===== src/rtl/ledfade_pkg.sv =====
`default_nettype none
// ============================================================================
// Module   : ledfade_pkg
// Brief    : Shared defaults and channel state encodings for the LED fader.
// Revision : 1.0
// ============================================================================
package ledfade_pkg;

    localparam int DEF_N         = 5;
    localparam int DEF_PWM_BITS  = 4;
    localparam int DEF_DECAY_DIV = 4096;

    typedef enum logic [1:0] {
        ST_OFF  = 2'd0,
        ST_ON   = 2'd1,
        ST_FADE = 2'd2
    } chan_state_t;

endpackage : ledfade_pkg
`default_nettype wire


===== src/rtl/ledfade_chan.sv =====
`default_nettype none
// ============================================================================
// Module   : ledfade_chan
// Brief    : One LED channel: OFF/ON/FADE state, brightness and PWM compare.
// Revision : 1.0
// ============================================================================
module ledfade_chan
    import ledfade_pkg::*;
#(
    parameter int PWM_BITS = DEF_PWM_BITS
) (
    input  logic                clk,
    input  logic                rstn,
    input  logic                i_din,
    input  logic [PWM_BITS-1:0] i_pwm_cnt,
    input  logic                i_tick,
    output logic                o_led,
    output logic                o_fade
);

    localparam logic [PWM_BITS-1:0] c_max_bright = '1;
    localparam logic [PWM_BITS-1:0] c_one        = {{(PWM_BITS-1){1'b0}}, 1'b1};

    chan_state_t         r_state;
    logic [PWM_BITS-1:0] r_bright;
    logic                r_led;

    always_ff @(posedge clk) begin
        if (!rstn) begin
            r_state  <= ST_OFF;
            r_bright <= '0;
            r_led    <= 1'b0;
        end else begin
            // Compare uses the pre-edge brightness, so a rise shows one edge later.
            r_led <= (i_pwm_cnt < r_bright);
            if (i_din) begin
                r_state  <= ST_ON;
                r_bright <= c_max_bright;
            end else begin
                case (r_state)
                    ST_ON: begin
                        r_state <= ST_FADE;
                    end
                    ST_FADE: begin
                        if (i_tick) begin
                            if (r_bright <= c_one) begin
                                r_bright <= '0;
                                r_state  <= ST_OFF;
                            end else begin
                                r_bright <= r_bright - c_one;
                            end
                        end
                    end
                    default: begin
                        r_state  <= ST_OFF;
                        r_bright <= '0;
                    end
                endcase
            end
        end
    end

    assign o_led  = r_led;
    assign o_fade = (r_state == ST_FADE);

endmodule : ledfade_chan
`default_nettype wire


===== src/rtl/ledfade.sv =====
`default_nettype none
// ============================================================================
// Module   : ledfade
// Brief    : N-channel LED fader with shared PWM counter and decay prescaler.
// Revision : 1.0
// ============================================================================
module ledfade
    import ledfade_pkg::*;
#(
    parameter int N         = DEF_N,
    parameter int PWM_BITS  = DEF_PWM_BITS,
    parameter int DECAY_DIV = DEF_DECAY_DIV
) (
    input  logic         clk,
    input  logic         rstn,
    input  logic [N-1:0] din,
    output logic [N-1:0] leds,
    output logic         busy
);

    localparam int PRE_W = (DECAY_DIV > 1) ? $clog2(DECAY_DIV) : 1;

    localparam int                  c_pwm_last_i = (1 << PWM_BITS) - 2;
    localparam logic [PWM_BITS-1:0] c_pwm_last   = c_pwm_last_i[PWM_BITS-1:0];
    localparam int                  c_pre_last_i = DECAY_DIV - 1;
    localparam logic [PRE_W-1:0]    c_pre_last   = c_pre_last_i[PRE_W-1:0];

    logic [PWM_BITS-1:0] r_pwm_cnt;
    logic [PRE_W-1:0]    r_pre;
    logic                r_busy;
    logic                w_tick;
    logic [N-1:0]        w_leds;
    logic [N-1:0]        w_fade;

    // With DECAY_DIV == 1 the prescaler is pinned at 0 and tick is always high.
    assign w_tick = (r_pre == c_pre_last);

    always_ff @(posedge clk) begin
        if (!rstn) begin
            r_pwm_cnt <= '0;
            r_pre     <= '0;
            r_busy    <= 1'b0;
        end else begin
            r_pwm_cnt <= (r_pwm_cnt == c_pwm_last) ? '0 : r_pwm_cnt + 1'b1;
            r_pre     <= w_tick ? '0 : r_pre + 1'b1;
            r_busy    <= |w_fade;
        end
    end

    genvar gi;
    generate
        for (gi = 0; gi < N; gi++) begin : g_chan
            ledfade_chan #(
                .PWM_BITS (PWM_BITS)
            ) u_chan (
                .clk       (clk),
                .rstn      (rstn),
                .i_din     (din[gi]),
                .i_pwm_cnt (r_pwm_cnt),
                .i_tick    (w_tick),
                .o_led     (w_leds[gi]),
                .o_fade    (w_fade[gi])
            );
        end
    endgenerate

    assign leds = w_leds;
    assign busy = r_busy;

endmodule : ledfade
`default_nettype wire


===== config.mk =====
export PLATFORM = sky130hd
export DESIGN_NAME = ledfade
export DESIGN_NICKNAME = d
export VERILOG_FILES = /design/src/rtl/ledfade_pkg.sv /design/src/rtl/ledfade_chan.sv /design/src/rtl/ledfade.sv
export SDC_FILE = /design/constraint.sdc
export NUM_CORES = 1
export LEC_CHECK = 0
export BUFFER_PORTS_ARGS = -buffer_cell sky130_fd_sc_hd__buf_2
export CAP_MARGIN = 20
export CORE_UTILIZATION = 50
export DETAILED_ROUTE_END_ITERATION = 7
export GPL_TIMING_DRIVEN = 0
export PLACE_DENSITY = 0.76
export SYNTH_ARGS = -nofsm -noshare
export SYNTH_HDL_FRONTEND = slang
export SYNTH_SLANG_ARGS = --single-unit

===== constraint.sdc =====
create_clock -name clk -period 2.75 [get_ports clk]
set_clock_uncertainty 0.05 [all_clocks]
set_input_delay 0.6875 -clock clk [delete_from_list [all_inputs] [get_ports clk]]
set_output_delay 0.6875 -clock clk [all_outputs]
set_load 0.02 [all_outputs]

Word-level counts from Yosys, hierarchy flattened
Index checks and enable logic that the tools add are counted.
Widths: inputs -> output; s select.
{"block": "word_totals", "register_bits": 52, "wordCells": 141}
{"block": "op_classes", "add_sub_neg": 7, "order_cmp": 10, "eq_ne": 37, "n_mux": 40, "n_bitwise": 1, "reduce_logical": 23}
{"op": "$mux 4", "count": 15}
{"op": "$pmux 4 s2", "count": 5}
{"op": "$ne 2x2->1 const B", "count": 15}
{"op": "$ne 3x3->1 const B", "count": 10}
{"op": "$reduce_and 2->1", "count": 15}
{"op": "$le 4x1->1 const B", "count": 5}
{"op": "$lt 4x4->1", "count": 5}
{"op": "$mux 2", "count": 10}
{"op": "$pmux 2 s2", "count": 5}
{"op": "$sub 4x1->4 const B", "count": 5}
{"op": "$reduce_or 2->1", "count": 7}
{"op": "$add 12x1->12 const B", "count": 1}
{"op": "$eq 12x12->1 const B", "count": 1}
{"op": "$eq 2x1->1 const B", "count": 5}
{"op": "$eq 2x2->1 const B", "count": 5}
{"op": "$mux 1", "count": 5}
{"op": "$reduce_or 5->1", "count": 1}
{"op": "$add 4x1->4 const B", "count": 1}
{"op": "$eq 4x4->1 const B", "count": 1}
{"op": "$not 1->1", "count": 1}

Depth between registers and ports, before layout
Gate-level depths: netlist (run 1).
{"block": "logic_depth", "word_depth": 5, "ltp_mapped": 6, "ltp_nobuf": 6}

Cells and area by module
From an unflattened synthesis (run 1), not the netlist that was laid out.
{"block": "unflattened", "cells_unflattened": 317, "hier_area_um2": 2812.7}
{"mod": "ledfade_chan", "n_inst": 5, "cells_each": 47, "area_per_inst_um2": 409.1, "seq_area_each_um2": 140.1}
{"mod": "ledfade", "n_inst": 1, "cells_each": 82, "area_per_inst_um2": 767.0, "seq_area_each_um2": 340.3}

Worst setup path before layout (run 1)
No wires, ideal clock.
{"block": "synth_path", "path_kind": "register to register", "startpoint": "register r_pre[0]", "endpoint": "register g_chan[2].u_chan.r_bright[2]", "setup_ps": 120, "arrival_ps": 1870, "t_required_ps": 2580, "slack_ps": 710, "stages_incl_launch_ff": 7, "path_buffers": 1, "period_less_slack_ps": 2040, "path_cell_list": "dfxtp_1 -> ha_1 -> nand4_4 -> or3_1 -> buf_2 -> o311a_1 -> o31a_1"}
{"block": "synth_via", "elab_chain_cells": 3}
{"item": "start: declaration", "line_no": "ledfade.sv:29", "text": "logic [PRE_W-1:0] r_pre;"}
{"item": "start signal: assignment", "line_no": "ledfade.sv:45", "text": "r_pre <= w_tick ? '0 : r_pre + 1'b1;"}
{"item": "$eq 12x12->1", "line_no": "ledfade.sv:36", "text": "assign w_tick = (r_pre == c_pre_last);"}
{"item": "$ne 3x3->1 (no line)"}
{"item": "$reduce_and 2->1 (no line)"}
{"item": "end signal: assignment", "line_no": "ledfade_chan.sv:38", "text": "r_bright <= c_max_bright;"}
{"item": "end signal: assignment", "line_no": "ledfade_chan.sv:50", "text": "r_bright <= r_bright - c_one;"}
{"item": "end: declaration", "line_no": "ledfade_chan.sv:25", "text": "logic [PWM_BITS-1:0] r_bright;"}
No other way between the ends.
A chain may end at the register's enable or synchronous reset.

Worst setup path after layout (run 1)
Ends and elaborated chain as after synthesis.

==> results of run 1 <==
logic make-up (layout without fill, tap and decap cells):
logic type,Yosys count,count (layout)
adders and majority gates,28,28
muxes,1,1
AOI/OAI and AO/OA,78,78
buffers and inverters,41,61
DFF,52,52
and+or+nand+nor,105,105
xor gates and xnor gates,14,14
final cells by class:
class / count / area, µm² / area share
multi-input combinational: 226 / 1690 / 0.536
sequential: 52 / 1040 / 0.330
inverter: 29 / 109 / 0.0345
clock buffer: 8 / 90.1 / 0.0286
tap: 72 / 90.1 / 0.0286
buffer: 12 / 72.6 / 0.0230
timing repair buffer: 12 / 60.1 / 0.0191
power breakdown:
| part | leakage (nW) | switching, mW | internal, mW |
|---|---|---|---|
| clock network | 0.0455 | 0.251 | 0.206 |
| logic | 0.836 | 0.148 | 0.126 |
| registers | 0.430 | 0.0442 | 0.800 |
| total | 1.31 | 0.443 | 1.13 |
worst max-delay path: cells and delay by family (launching register included):
family                     cells  cell delay (ns)
and+or+nand+nor                2             0.57
buffers and inverters          1             0.19
DFF                            1             0.42
adders and majority gates      1             0.36
AOI/OAI and AO/OA              2             0.61
registers in the layout (all words and copies together), names as in the netlist:
register,cells
g_chan.u_chan.r_bright,20
r_pre,12
g_chan.u_chan.r_state,10
g_chan.u_chan.o_led,5
r_pwm_cnt,4
busy,1
Yosys cell counts, types with 6 or more instances:
cell      instances
nor3_1           12
a21o_1           11
a21oi_1          11
nand2_1           9
inv_1            29
dfxtp_1          52
xor2_1            9
nor2b_1          10
nand2b_1          6
nand3_1           8
a211oi_1         10
nor2_1           30
ha_1             28
nor4_1            6
o31a_1           13
cells in the final DEF (no fill, tap or decap), drive strengths merged, types with 2 or more instances in the layout:
cell    netlist  routed
o31ai         4       4
and2          2       2
or3           4       4
nor3         12      12
xor2          9       9
nor4          6       6
nand4         6       6
nor4b         2       2
nand3         9       9
nand2b        6       6
o41ai         5       5
and4          2       2
a31oi         4       4
dfxtp        52      52
xnor2         5       5
o311a         5       5
a21oi        11      11
o211ai        3       3
a21o         11      11
nor2b        10      10
nor2         30      30
buf           7      19
nor3b         2       2
and3          2       2
o21ai         4       4
clkbuf        5      13
a211oi       10      10
nand2         9       9
ha           28      28
inv          29      29
o31a         13      13
metrics by stage:
stage	instances	worst slack, ns
finish	411	0.456
global route	411	0.277
CTS	411	0.446
detailed placement	403	0.487
global placement	403	0.458
floorplan	319	0.710
metal layers:
| layer | GRT usage | up-vias | routed length [µm] |
|---|---|---|---|
| met5 | 0 | - | 0 |
| met4 | 0.0722 | 0 | 100 |
| met3 | 0.0360 | 8 | 200 |
| met2 | 0.354 | 39 | 2860 |
| met1 | 0.282 | 1130 | 2950 |
| li1 | - | 1206 | - |
path summary, 6_finish.rpt:
path                            start                                         to  slack, ns  depth (start not counted)
setup / recovery  r_pre[0]$_SDFF_PP0_  g_chan[2].u_chan.r_bright[2]$_SDFFE_PN0P_       0.46                          6
hold / removal    r_pre[0]$_SDFF_PP0_                        r_pre[0]$_SDFF_PP0_       0.45                          1
setup reg to reg  r_pre[0]$_SDFF_PP0_  g_chan[2].u_chan.r_bright[2]$_SDFFE_PN0P_       0.46                          6
hold reg to reg   r_pre[0]$_SDFF_PP0_                        r_pre[0]$_SDFF_PP0_       0.45                          1
==> impl_metrics.env, run 1 <==
export IMPL_synth_area_leaders="dfxtp_1 36%, ha_1 12%, o31a_1 3.9%, nor2_1 3.9%, inv_1 3.7%"
export IMPL_grt_pass1_vias=2233
export IMPL_critPathMaxStageDelay_ns=0.42
export IMPL_cts_root_buf="clkbuf_8"
export IMPL_syn_avg_cell_area_um2=9.13
export IMPL_place_congestion=0.852
export IMPL_cts_sinks=52
export IMPL_synth_distinct_cells=49
export IMPL_grt_max_degree=15
export IMPL_fp_row_count=27
export IMPL_synth_top_cell_area_share=0.358
export IMPL_avgRoutedWirePerCell_um=14.9
export IMPL_place_hpwl_mm=4.36
export IMPL_path_cells="ha_1 > nand4_4 > or3_1 > buf_2 > o311a_1 > o31a_1"
export IMPL_io_buffers=12
export IMPL_cts_tree="done"
export IMPL_max_clock_freq_ghz=0.436
export IMPL_wl_mm=6.11
export IMPL_grt_usage=0.214
export IMPL_arrival_ns=2.45
export IMPL_synth_area_leader_cell="dfxtp_1"
export IMPL_cts_path_max_buffers=2
export IMPL_worstSkewPairLatency_ns=0.31
export IMPL_synth_seq_cells=52
export IMPL_peakVddDrop_mv=0.250
export IMPL_numCtsBuffers=5
export IMPL_syn_nets=354
export IMPL_power_density_mw_per_mm2=500
export IMPL_worstPathRequired_ns=2.90
export IMPL_fillers=506
export IMPL_die_area_mm2=0.00613
export IMPL_crit_fanout=9
export IMPL_htreeDepth=2
export IMPL_synth_edf_count=0
export IMPL_drt_iter0_markers=145
export IMPL_yosysWarnings=0
export IMPL_antenna_found_initial=0
export IMPL_vias=2383
export IMPL_avgViaCountPerCell=5.80
export IMPL_grt_pass1_wl_mm=10.4
export IMPL_fin_crit_ns=2.29
export IMPL_whs_ns=0.450
export IMPL_synth_adder_area_share=0.120
export IMPL_hold_class="reg -> reg"
export IMPL_overflow=0
export IMPL_synth_compound_area_frac=0.213
export IMPL_leakage_nw=1.31
export IMPL_n_antenna_cell=0
export IMPL_area_growth_pct=8.25
export IMPL_tns_ns=0
export IMPL_min_period_over_period=0.834
export IMPL_synthXorXnorAreaFrac=0.0421
export IMPL_hold_buffers=0
export IMPL_power_mw=1.57
export IMPL_dpl_cell_area_mm2=0.00306
export IMPL_io_pins=13
export IMPL_core_mm2=0.00557
export IMPL_slew_headroom=0.557
export IMPL_antenna_left=0
export IMPL_synth_mux_area_frac=0.00344
export IMPL_critPathKind="reg -> reg"
export IMPL_rsz0062_at_grt="false"
export IMPL_die_width_um=78.3
export IMPL_synth_top_family_by_area="compound AO/OA/AOI/OAI gates"
export IMPL_dr_pass1_iters=4
export IMPL_ys_flop_type="dfxtp_1"
export IMPL_drive_gt1_frac=0.100
export IMPL_path_clk_slew_ns=0.09
export IMPL_async_reset_ff_frac=0
export IMPL_start_util=0.522
export IMPL_final_nets=373
export IMPL_postCtsResizedCells=0
export IMPL_post_route_util=0.565
export IMPL_tightest_slew_ns=0.659
export IMPL_status="finished clean"
export IMPL_cts_setup_buffers=0
export IMPL_ys_seq_area_frac=0.358
export IMPL_synth_cells=319
export IMPL_syn_cell_area_mm2=0.00291
export IMPL_drc=0
export IMPL_timing_critical_path_to_type="flop"
export IMPL_cp_slowest_cell="dfxtp_1"
export IMPL_stdcell_area_mm2=0.00315
export IMPL_yosys_area_share_simple=0.202
export IMPL_fp_dieH_um=78.3
export IMPL_drv_slew=0
export IMPL_drv_cap=0
export IMPL_finalSetupViolCount=0
export IMPL_finalHoldViolCount=0
export IMPL_start_kind="flop"
(Power assumes the default switching activity.)
==> run 2, diff against run 1 <==
- PLACE_DENSITY: 0.76 -> 0.79
- clock period: 2.75 -> 2.1 ns (I/O delays scaled with it)
==> run 2 against run 1 <==
Flip-flop and latch count is the same. Power grew 32%. Clock-buffer cell count is 1 lower. Global-route usage is 0.23 points higher. Wire length shrank 0.23%. Fmax rose by 14%.
==> impl_metrics.env, run 2 (synthesis results as in run 1) <==
export IMPL_holdCritStartpoint="din[3]"
export IMPL_finalHoldViolCount=0
export IMPL_final_nets=375
export IMPL_htreeDepth=2
export IMPL_drive_gt1_frac=0.118
export IMPL_drv_cap=0
export IMPL_worstSkewPairLatency_ns=0.31
export IMPL_hold_class="in -> reg"
export IMPL_grt_usage=0.216
export IMPL_reg_top3="g_chan.u_chan.r_bright x20, r_pre x12, g_chan.u_chan.r_state x10"
export IMPL_path_clk_slew_ns=0.09
export IMPL_arrival_ns=2.17
export IMPL_fin_cells=412
export IMPL_start_kind="flop"
export IMPL_place_congestion=0.838
export IMPL_start_util=0.522
export IMPL_crit_fanout=9
export IMPL_die_width_um=78.3
export IMPL_status="finished clean"
export IMPL_grt_util_met3=0.0279
export IMPL_path_cells="ha_4 > nand4_4 > or3_1 > buf_2 > o311a_1 > o31a_1"
export IMPL_drv_slew=0
export IMPL_avgRoutedWirePerCell_um=14.8
export IMPL_overflow=0
export IMPL_io_pins=13
export IMPL_drt_iter0_markers=151
export IMPL_critPathKind="reg -> reg"
export IMPL_grt_pass1_wl_mm=10.5
export IMPL_dr_pass1_iters=4
export IMPL_cts_sinks=52
export IMPL_stdcell_area_mm2=0.00321
export IMPL_peakVddDrop_mv=0.278
export IMPL_critPathMaxStageDelay_ns=0.40
export IMPL_grtUsageMet1=0.270
export IMPL_cts_tree="done"
export IMPL_timing_rr_start="r_pre[0]$_SDFF_PP0_"
export IMPL_leakage_nw=1.35
export IMPL_area_growth_pct=10.3
export IMPL_antenna_left=0
export IMPL_rsz0062_at_grt="false"
export IMPL_vias=2407
export IMPL_cp_slowest_cell="dfxtp_2"
export IMPL_power_density_mw_per_mm2=648
export IMPL_cts_path_max_buffers=2
export IMPL_largest_reg_flops=20
export IMPL_layout_commonest_cell="dfxtp_1"
export IMPL_grt_pass1_vias=2299
export IMPL_fp_row_count=27
export IMPL_finalSetupViolCount=0
export IMPL_place_inst=403
export IMPL_grt_busiest_layer="met2"
export IMPL_core_mm2=0.00557
export IMPL_cts_root_buf="clkbuf_8"
export IMPL_largest_register="g_chan.u_chan.r_bright"
export IMPL_use_met2=0.372
export IMPL_max_clock_freq_ghz=0.497
export IMPL_tightest_slew_ns=0.679
export IMPL_worstPathRequired_ns=2.25
export IMPL_place_hpwl_mm=4.40
export IMPL_drc=0
export IMPL_fin_crit_ns=2.01
export IMPL_grt_max_degree=15
export IMPL_avgViaCountPerCell=5.84
export IMPL_io_buffers=12
export IMPL_numCtsBuffers=5
export IMPL_fp_dieH_um=78.3
export IMPL_timing_critical_path_to_type="flop"
export IMPL_n_antenna_cell=0
export IMPL_min_period_over_period=0.958
export IMPL_wl_mm=6.10
export IMPL_die_area_mm2=0.00613
export IMPL_layout_common_cells="50 x dfxtp_1, 30 x nor2_1, 29 x inv_1, 27 x ha_1"
export IMPL_hold_buffers=0
export IMPL_slew_headroom=0.543
export IMPL_antenna_found_initial=0
export IMPL_dpl_cell_area_mm2=0.00306
export IMPL_startpoint="r_pre[0]$_SDFF_PP0_"
[run 2: what timing repair did]
| action | 4_1_cts | 5_1_grt |
|---|---|---|
| hold endpoints to repair | 0 | 0 |
| gates resized for setup | 3 | 3 |
| buffers inserted | 0 | 2 |
| endpoints found under the setup margin | 5 | 3 |
[run 2: critical path, delay by kind of cell, from the launching register on]
family | cells | cell delay [ns]
and+or+nand+nor | 2 | 0.47
AOI/OAI and AO/OA | 2 | 0.61
adders and majority gates | 1 | 0.20
buffers and inverters | 1 | 0.19
DFF | 1 | 0.40
[run 2: through the flow]
step	setup slack [ns]	utilization	hold WS (ns)	setup TNS [ns]	power, mW
after floorplan	0.0601	-	0.392	0	1.39
after global placement	-0.156	0.549	0.413	-0.233	1.47
after detailed placement	-0.187	0.549	0.422	-0.351	1.48
after CTS	0.00506	0.569	0.352	0	2.10
after global routing	0.00879	0.576	0.357	0	2.20
final	0.0884	0.576	0.361	0	2.08
[run 2: cell type report]
type                    count  area (µm²)
fillers                   490        2360
multi-input cells         226        1720
clock buffers               7        96.3
plain buffers              12        72.6
well taps                  72        90.1
repair buffers             14        75.1
inverters                  29         109
flip-flops and latches     52        1040
[run 2: worst paths after layout]
kind                                                    end  slack (ns)  depth (start not counted)
hold reg to reg                         r_pre[0]$_SDFF_PP0_        0.45                          1
hold / removal     g_chan[3].u_chan.r_state[1]$_SDFFE_PP0P_        0.36                          2
setup reg to reg  g_chan[2].u_chan.r_bright[2]$_SDFFE_PN0P_        0.09                          6
setup / recovery  g_chan[2].u_chan.r_bright[2]$_SDFFE_PN0P_        0.09                          6
[run 2: report_power, final]
part / switching, mW / internal, mW
logic: 0.196 / 0.170
registers: 0.0596 / 1.05
clock network: 0.314 / 0.294
[run 2: per-layer routing]
layer / wire length, µm / up-vias
li1: - / 1200
met1: 2910 / 1151
met2: 2900 / 44
met3: 179 / 12
met4: 104 / 0
met5: 0 / -
